==> config.mk <==
export PLATFORM = sky130hd
export DESIGN_NAME = axis_pattern_gen
export DESIGN_NICKNAME = d
export VERILOG_FILES = /design/src/rtl/axis_patgen_pkg.sv /design/src/rtl/axis_patgen_lfsr.sv /design/src/rtl/axis_pattern_gen.sv
export SDC_FILE = /design/constraint.sdc
export NUM_CORES = 1
export LEC_CHECK = 0
export ABC_CLOCK_PERIOD_IN_PS = 2830
export CORE_MARGIN = 4
export CORE_UTILIZATION = 50
export CTS_BUF_LIST = sky130_fd_sc_hd__clkbuf_2
export DETAILED_ROUTE_END_ITERATION = 10
export PLACE_DENSITY = 0.82
export REMOVE_ABC_BUFFERS = 1
export SYNTH_ARGS = -nofsm -noshare
export SYNTH_HDL_FRONTEND = slang
export SYNTH_SLANG_ARGS = --single-unit
==> constraint.sdc <==
create_clock -name clk -period 2.83 [get_ports clk]
set_input_delay 0.7075 -clock clk [delete_from_list [all_inputs] [get_ports clk]]
set_output_delay 0.7075 -clock clk [all_outputs]
set_load 0.1 [all_outputs]
==> src/rtl/axis_patgen_pkg.sv <==
// axis_patgen_pkg: shared types and constants for the AXI4-Stream pattern
// generator (axis_pattern_gen) and its LFSR sub-module.
//   mode_e    : data pattern selector (counter, LFSR, walking-one, alternating)
//   state_e   : control FSM states
//   LFSR_TAPS : tap mask for the 32-bit Fibonacci LFSR (taps 32,22,2,1)
//   ALT_EVEN / ALT_ODD : byte values of the alternating pattern
package axis_patgen_pkg;

  typedef enum logic [1:0] {
    MODE_CNT  = 2'd0,
    MODE_LFSR = 2'd1,
    MODE_WALK = 2'd2,
    MODE_ALT  = 2'd3
  } mode_e;

  typedef enum logic [1:0] {
    IDLE   = 2'd0,
    RUN    = 2'd1,
    FINISH = 2'd2
  } state_e;

  // Taps 32,22,2,1 expressed as bit positions 31,21,1,0.
  localparam logic [31:0] LFSR_TAPS = 32'h8020_0003;

  localparam logic [7:0] ALT_EVEN = 8'h55;
  localparam logic [7:0] ALT_ODD  = 8'hAA;

  // One Fibonacci step: shift left, feedback (XOR of tapped bits) enters bit 0.
  function automatic logic [31:0] lfsr_step(input logic [31:0] q);
    return {q[30:0], ^(q & LFSR_TAPS)};
  endfunction

endpackage

==> src/rtl/axis_patgen_lfsr.sv <==
// axis_patgen_lfsr: 32-bit Fibonacci LFSR (taps 32,22,2,1).
// Ports:
//   clk, rst_L : clock, asynchronous active-low reset (state reset to SEED)
//   load       : reload SEED (has priority over step)
//   step       : advance one state
//   lfsr_next  : the state the register will take on the next step
// The current state itself is not exported: the top level already holds the
// current word in its tdata register and only needs the successor.
module axis_patgen_lfsr
  import axis_patgen_pkg::*;
#(
  parameter logic [31:0] SEED = 32'h0000_0001
) (
  input  logic        clk,
  input  logic        rst_L,
  input  logic        load,
  input  logic        step,
  output logic [31:0] lfsr_next
);

  logic [31:0] lfsr_q;

  assign lfsr_next = lfsr_step(lfsr_q);

  always_ff @(posedge clk or negedge rst_L) begin
    if (!rst_L) begin
      lfsr_q <= SEED;
    end else if (load) begin
      lfsr_q <= SEED;
    end else if (step) begin
      lfsr_q <= lfsr_next;
    end
  end

endmodule

==> src/rtl/axis_pattern_gen.sv <==
// axis_pattern_gen: parametrised AXI4-Stream pattern source.
// Emits cfg_num_pkts packets (0 = until stop) of cfg_pkt_len beats (0 = 1)
// in one of four patterns: counter, LFSR, walking-one, alternating 55/AA.
// Ports:
//   clk, rst_L                 : clock, asynchronous active-low reset
//   cfg_mode/pkt_len/num_pkts  : run configuration, sampled on an accepted start
//   start, stop                : one-cycle control pulses
//   busy, done                 : run status; done pulses once per completed run
//   m_axis_*                   : AXI4-Stream master (tkeep is constant all ones)
//   state_dbg                  : current FSM state (state_e encoding)
// Optional build macro AXIS_PATGEN_TUSER_EN adds m_axis_tuser, high on the
// first beat of every packet.
//
// Handshake: a beat transfers on a cycle where m_axis_tvalid & m_axis_tready
// are both high at the clock edge. Once tvalid is raised, tvalid, tdata, tlast
// (and tuser) hold their values until that transfer; tvalid never drops inside
// a packet.
module axis_pattern_gen
  import axis_patgen_pkg::*;
#(
  parameter int          DATA_WIDTH = 32,
  parameter int          KEEP_WIDTH = DATA_WIDTH / 8,
  parameter int          LEN_WIDTH  = 16,
  parameter logic [31:0] LFSR_SEED  = 32'h0000_0001
) (
  input  logic                  clk,
  input  logic                  rst_L,
  input  logic [1:0]            cfg_mode,
  input  logic [LEN_WIDTH-1:0]  cfg_pkt_len,
  input  logic [LEN_WIDTH-1:0]  cfg_num_pkts,
  input  logic                  start,
  input  logic                  stop,
  output logic                  busy,
  output logic                  done,
  input  logic                  m_axis_tready,
  output logic                  m_axis_tvalid,
  output logic [DATA_WIDTH-1:0] m_axis_tdata,
  output logic [KEEP_WIDTH-1:0] m_axis_tkeep,
`ifdef AXIS_PATGEN_TUSER_EN
  output logic                  m_axis_tuser,
`endif
  output logic                  m_axis_tlast,
  output logic [1:0]            state_dbg
);

  localparam logic [LEN_WIDTH-1:0]  LEN_ONE  = 1;
  localparam logic [DATA_WIDTH-1:0] DATA_ONE = 1;

  // Spread the 32-bit LFSR word over the data bus (truncated when narrower).
  function automatic logic [DATA_WIDTH-1:0] rep32(input logic [31:0] w);
    logic [DATA_WIDTH-1:0] r;
    for (int i = 0; i < DATA_WIDTH; i++) r[i] = w[i % 32];
    return r;
  endfunction

  state_e                state_q, state_d;
  mode_e                 mode_q, mode_d;
  logic [LEN_WIDTH-1:0]  len_m1_q, len_m1_d;
  logic [LEN_WIDTH-1:0]  num_q, num_d;
  logic [LEN_WIDTH-1:0]  beat_q, beat_d;
  logic [LEN_WIDTH-1:0]  pkt_q, pkt_d;
  logic                  tvalid_q, tvalid_d;
  logic                  tlast_q, tlast_d;
  logic [DATA_WIDTH-1:0] tdata_q, tdata_d;
  logic                  busy_q, busy_d;
  logic                  done_q, done_d;

  logic [31:0]           lfsr_next;
  logic [DATA_WIDTH-1:0] first_word;
  logic [DATA_WIDTH-1:0] next_word;
  logic                  accept_start;
  logic                  fire;
  logic                  last_pkt;
  logic                  run_end;

  assign accept_start = (state_q == IDLE) && start;
  assign fire         = (state_q != IDLE) && tvalid_q && m_axis_tready;
  // Only a finite run has a final packet; the saturating counter of an
  // infinite run can never satisfy this because num_q is zero.
  assign last_pkt     = (num_q != '0) && (pkt_q == num_q - LEN_ONE);
  // The run ends on the tlast transfer if it is the final packet, if a stop
  // was seen earlier (FINISH) or if stop arrives in this very cycle.
  assign run_end      = fire && tlast_q &&
                        ((state_q == FINISH) || stop || last_pkt);

  axis_patgen_lfsr #(.SEED(LFSR_SEED)) u_lfsr (
    .clk       (clk),
    .rst_L     (rst_L),
    .load      (accept_start),
    .step      (fire && (mode_q == MODE_LFSR)),
    .lfsr_next (lfsr_next)
  );

  always_comb begin
    first_word = '0;
    case (mode_e'(cfg_mode))
      MODE_CNT:  first_word = '0;
      MODE_LFSR: first_word = rep32(LFSR_SEED);
      MODE_WALK: first_word = DATA_ONE;
      MODE_ALT:  first_word = {KEEP_WIDTH{ALT_EVEN}};
      default:   first_word = '0;
    endcase
  end

  // Every pattern's successor is a pure function of the word on the bus.
  always_comb begin
    next_word = tdata_q;
    case (mode_q)
      MODE_CNT:  next_word = tdata_q + DATA_ONE;
      MODE_LFSR: next_word = rep32(lfsr_next);
      MODE_WALK: next_word = {tdata_q[DATA_WIDTH-2:0], tdata_q[DATA_WIDTH-1]};
      MODE_ALT:  next_word = (tdata_q[7:0] == ALT_EVEN) ? {KEEP_WIDTH{ALT_ODD}}
                                                        : {KEEP_WIDTH{ALT_EVEN}};
      default:   next_word = tdata_q;
    endcase
  end

  always_comb begin
    state_d  = state_q;
    mode_d   = mode_q;
    len_m1_d = len_m1_q;
    num_d    = num_q;
    beat_d   = beat_q;
    pkt_d    = pkt_q;
    tvalid_d = tvalid_q;
    tlast_d  = tlast_q;
    tdata_d  = tdata_q;
    busy_d   = busy_q;
    done_d   = 1'b0;
    case (state_q)
      IDLE: begin
        if (start) begin
          state_d  = RUN;
          mode_d   = mode_e'(cfg_mode);
          len_m1_d = (cfg_pkt_len == '0) ? '0 : cfg_pkt_len - LEN_ONE;
          num_d    = cfg_num_pkts;
          beat_d   = '0;
          pkt_d    = '0;
          tvalid_d = 1'b1;
          tlast_d  = (cfg_pkt_len <= LEN_ONE);
          tdata_d  = first_word;
          busy_d   = 1'b1;
        end
      end
      RUN, FINISH: begin
        if ((state_q == RUN) && stop) state_d = FINISH;
        if (fire) begin
          tdata_d = next_word;
          if (tlast_q) begin
            beat_d  = '0;
            pkt_d   = (pkt_q == '1) ? pkt_q : pkt_q + LEN_ONE;
            tlast_d = (len_m1_q == '0);
          end else begin
            beat_d  = beat_q + LEN_ONE;
            tlast_d = ((beat_q + LEN_ONE) == len_m1_q);
          end
          if (run_end) begin
            state_d  = IDLE;
            tvalid_d = 1'b0;
            tlast_d  = 1'b0;
            busy_d   = 1'b0;
            done_d   = 1'b1;
          end
        end
      end
      default: state_d = IDLE;
    endcase
  end

  always_ff @(posedge clk or negedge rst_L) begin
    if (!rst_L) begin
      state_q  <= IDLE;
      mode_q   <= MODE_CNT;
      len_m1_q <= '0;
      num_q    <= '0;
      beat_q   <= '0;
      pkt_q    <= '0;
      tvalid_q <= 1'b0;
      tlast_q  <= 1'b0;
      tdata_q  <= '0;
      busy_q   <= 1'b0;
      done_q   <= 1'b0;
    end else begin
      state_q  <= state_d;
      mode_q   <= mode_d;
      len_m1_q <= len_m1_d;
      num_q    <= num_d;
      beat_q   <= beat_d;
      pkt_q    <= pkt_d;
      tvalid_q <= tvalid_d;
      tlast_q  <= tlast_d;
      tdata_q  <= tdata_d;
      busy_q   <= busy_d;
      done_q   <= done_d;
    end
  end

`ifdef AXIS_PATGEN_TUSER_EN
  logic tuser_q, tuser_d;

  // The beat after a tlast transfer opens a new packet.
  always_comb begin
    tuser_d = tuser_q;
    if (accept_start)  tuser_d = 1'b1;
    else if (run_end)  tuser_d = 1'b0;
    else if (fire)     tuser_d = tlast_q;
  end

  always_ff @(posedge clk or negedge rst_L) begin
    if (!rst_L) tuser_q <= 1'b0;
    else        tuser_q <= tuser_d;
  end

  assign m_axis_tuser = tuser_q;
`endif

  assign m_axis_tvalid = tvalid_q;
  assign m_axis_tdata  = tdata_q;
  assign m_axis_tkeep  = '1;
  assign m_axis_tlast  = tlast_q;
  assign busy          = busy_q;
  assign done          = done_q;
  assign state_dbg     = state_q;

endmodule
==> results_dict.tcl <==
set metrics [dict create \
    status "finished, final reports clean" \
    die_h_um 137 \
    grt_pass1_vias 7675 \
    drc 0 \
    worstHoldPathType "in -> async" \
    irDropWorstVdd_mv 0.785 \
    ys.flop_type "dfrtp_1" \
    crit_path_end_kind "flip-flop" \
    boundaryPins 81 \
    worst_r2r_path_depth 8 \
    hpwl_um 16000 \
    yosysWarnings 0 \
    gp_congestion 0.931 \
    p_per_area_mw_per_mm2 1010 \
    numPortBuffers 76 \
    cp.arrival_ps 3260 \
    slew_headroom_pct 39.4 \
    ys_types 72 \
    finalNonFillerCells 1352 \
    clock-sinks 135 \
    setup_violations 0 \
    dr.first_iter.drc_count 987 \
    tightestPinTransition_ps 906 \
    clock_skew_ps 28.6 \
    area_growth_pct 16.4 \
    grt_pass1_wl_um 37200 \
    fp.dieW_um 137 \
    clk-insertion-delay-late_ps 730 \
    synthesis.area_sq_mm 0.00835 \
    syn_area_per_cell_sq_um 8.13 \
    dp.cells 1318 \
    num_rows 46 \
    grt_overflow 0 \
    synthCells 1026 \
    synth_edf_count 0 \
    async_flop_share_pct 100 \
    critPathKind "reg -> reg" \
    fin_util_pct 60.3 \
    start_util_pct 51.8 \
    root_buffer "clkbuf_2" \
    hold_violations 0 \
    fin_crit_ps 2620 \
    htree_levels 4 \
    p_leak_nw 4.11 \
    routed_wirelength_um 22300 \
    grt_use_total_pct 24.5 \
    crit_fanout 9 \
    path_clk_slew_ps 190 \
    grt_max_degree 48 \
    worstSetupStartpointType "flip-flop" \
    synth_seq_area_share_pct 40.5 \
    synth_seq_cells 135 \
    antenna_found_initial 1 \
    fin_crit_sh_pct 92.5 \
    post_cts_buffers 0 \
    cts_buffers 17 \
    vias_per_cell 5.98 \
    via_count 8090 \
    drt-wirelength-per-cell_um 16.5 \
    final_antenna_net_count 0 \
    drive_gt1_share_pct 12.9 \
    slew_viol_final 0 \
    final_cell_mix "181 x nand2_1, 135 x o21ai_0, 134 x dfrtp_1" \
    finalNetCount 1174 \
    die-area_sq_mm 0.0188 \
    rsz0062_at_grt "no" \
    ctsLongestPathBuffers 2 \
    layout_commonest_cell "nand2_1" \
    fin_tns_setup_ps 0 \
    cts_tree "built" \
    worstPathRequired_ps 3470 \
    drtPass1Iterations 8 \
    fmax_mhz 382 \
    cap_violations 0 \
    coreArea_sq_mm 0.0161 \
]
[cell families (layout without fill, tap and decap cells)]
logic type	count (synthesis)	after routing	synth area share, %
other cells	1	5	0.0449
mux	5	5	0.780
flops	135	135	40.5
compound gates	294	294	20.7
buf+inv	90	196	4.45
fa+ha+maj	13	13	1.95
xor+xnor	70	70	7.35
simple gates	418	418	24.3
[synthesized netlist by cell type (14+ instances only)]
cell	number	area, sq um
xnor2_1	49	429
nand2_1	181	679
nor2_1	64	240
nor3_1	25	125
nand3_1	48	240
xor2_1	21	184
nand4_1	14	87.6
dfrtp_1	134	3350
o21ai_0	135	676
clkbuf_1	44	165
a21oi_1	78	390
inv_1	30	113
[what timing repair did]
action / CTS / global route
hold endpoints to repair: 43 / 0
endpoints found under the setup margin: 0 / 0
hold buffers: 1 / 0
gates resized for setup: 0 / 0
[worst max-delay path: stages (launching register included)]
cell and delay [ps]:
dfrtp_1 510, or4_4 600, nor2_4 150, nand2_2 70
or3_1 340, a221oi_1 370, o2111ai_2 210, nand3_1 190
o21ai_1 100
[worst paths after layout]
path	to	startpoint	slack, ps
worst max-delay path	m_axis_tlast$_DFFE_PN0P_	num_q[2]$_DFFE_PN0P_	210
worst min-delay path	len_m1_q[7]$_DFFE_PN0P_	rst_L	440
worst max register to register	m_axis_tlast$_DFFE_PN0P_	num_q[2]$_DFFE_PN0P_	210
worst min register to register	u_lfsr.lfsr_q[31]$_DFFE_PN0P_	u_lfsr.lfsr_q[30]$_DFFE_PN0P_	520
max in group asynchronous	state_dbg[0]$_DFFE_PN0N_	rst_L	1760
min in group clk	num_q[3]$_DFFE_PN0P_	cfg_num_pkts[3]	480
[cell type report]
cell class	instances	area, sq um
Inverter	30	113
Antenna cell	1	2.50
Clock inverter	12	110
Multi-Input combinational cell	804	4610
Fill cell	1432	6400
Timing Repair Buffer	134	1130
Tap cell	216	270
Sequential cell	135	3380
Clock buffer	20	100
[flip-flops by register name, indices dropped and copies added (netlist names)]
| register | count |
|---|---|
| beat_q | 16 |
| busy | 1 |
| done | 1 |
| len_m1_q | 16 |
| m_axis_tdata | 32 |
| m_axis_tlast | 1 |
| mode_q | 2 |
| num_q | 16 |
| pkt_q | 16 |
| state_dbg | 2 |
| u_lfsr.lfsr_q | 32 |
[per-stage QoR]
stage	hold slack, ps	total power, mW	area (sq um)	setup WS, ps
2_1_floorplan	412	6.91	8100	-1490
3_3_place_gp	482	8.61	9490	-23.7
3_5_place_dp	477	8.71	9490	-87.0
4_1_cts	408	9.80	9710	257
5_1_grt	423	10.5	9720	72.2
6_report	444	9.85	9720	213
[power by group]
group / internal (mW) / leakage, nW / switching (mW)
clock network: 0.398 / 0.135 / 0.712
logic: 1.76 / 2.20 / 3.85
registers: 2.40 / 1.77 / 0.732
[routing by layer]
metal,wire [um],track usage [%]
met1,9570,33.4
met5,0,0
met2,10600,38.9
met3,1580,4.57
met4,539,9.53
No activity file was read; power rests on OpenSTA's default activity.
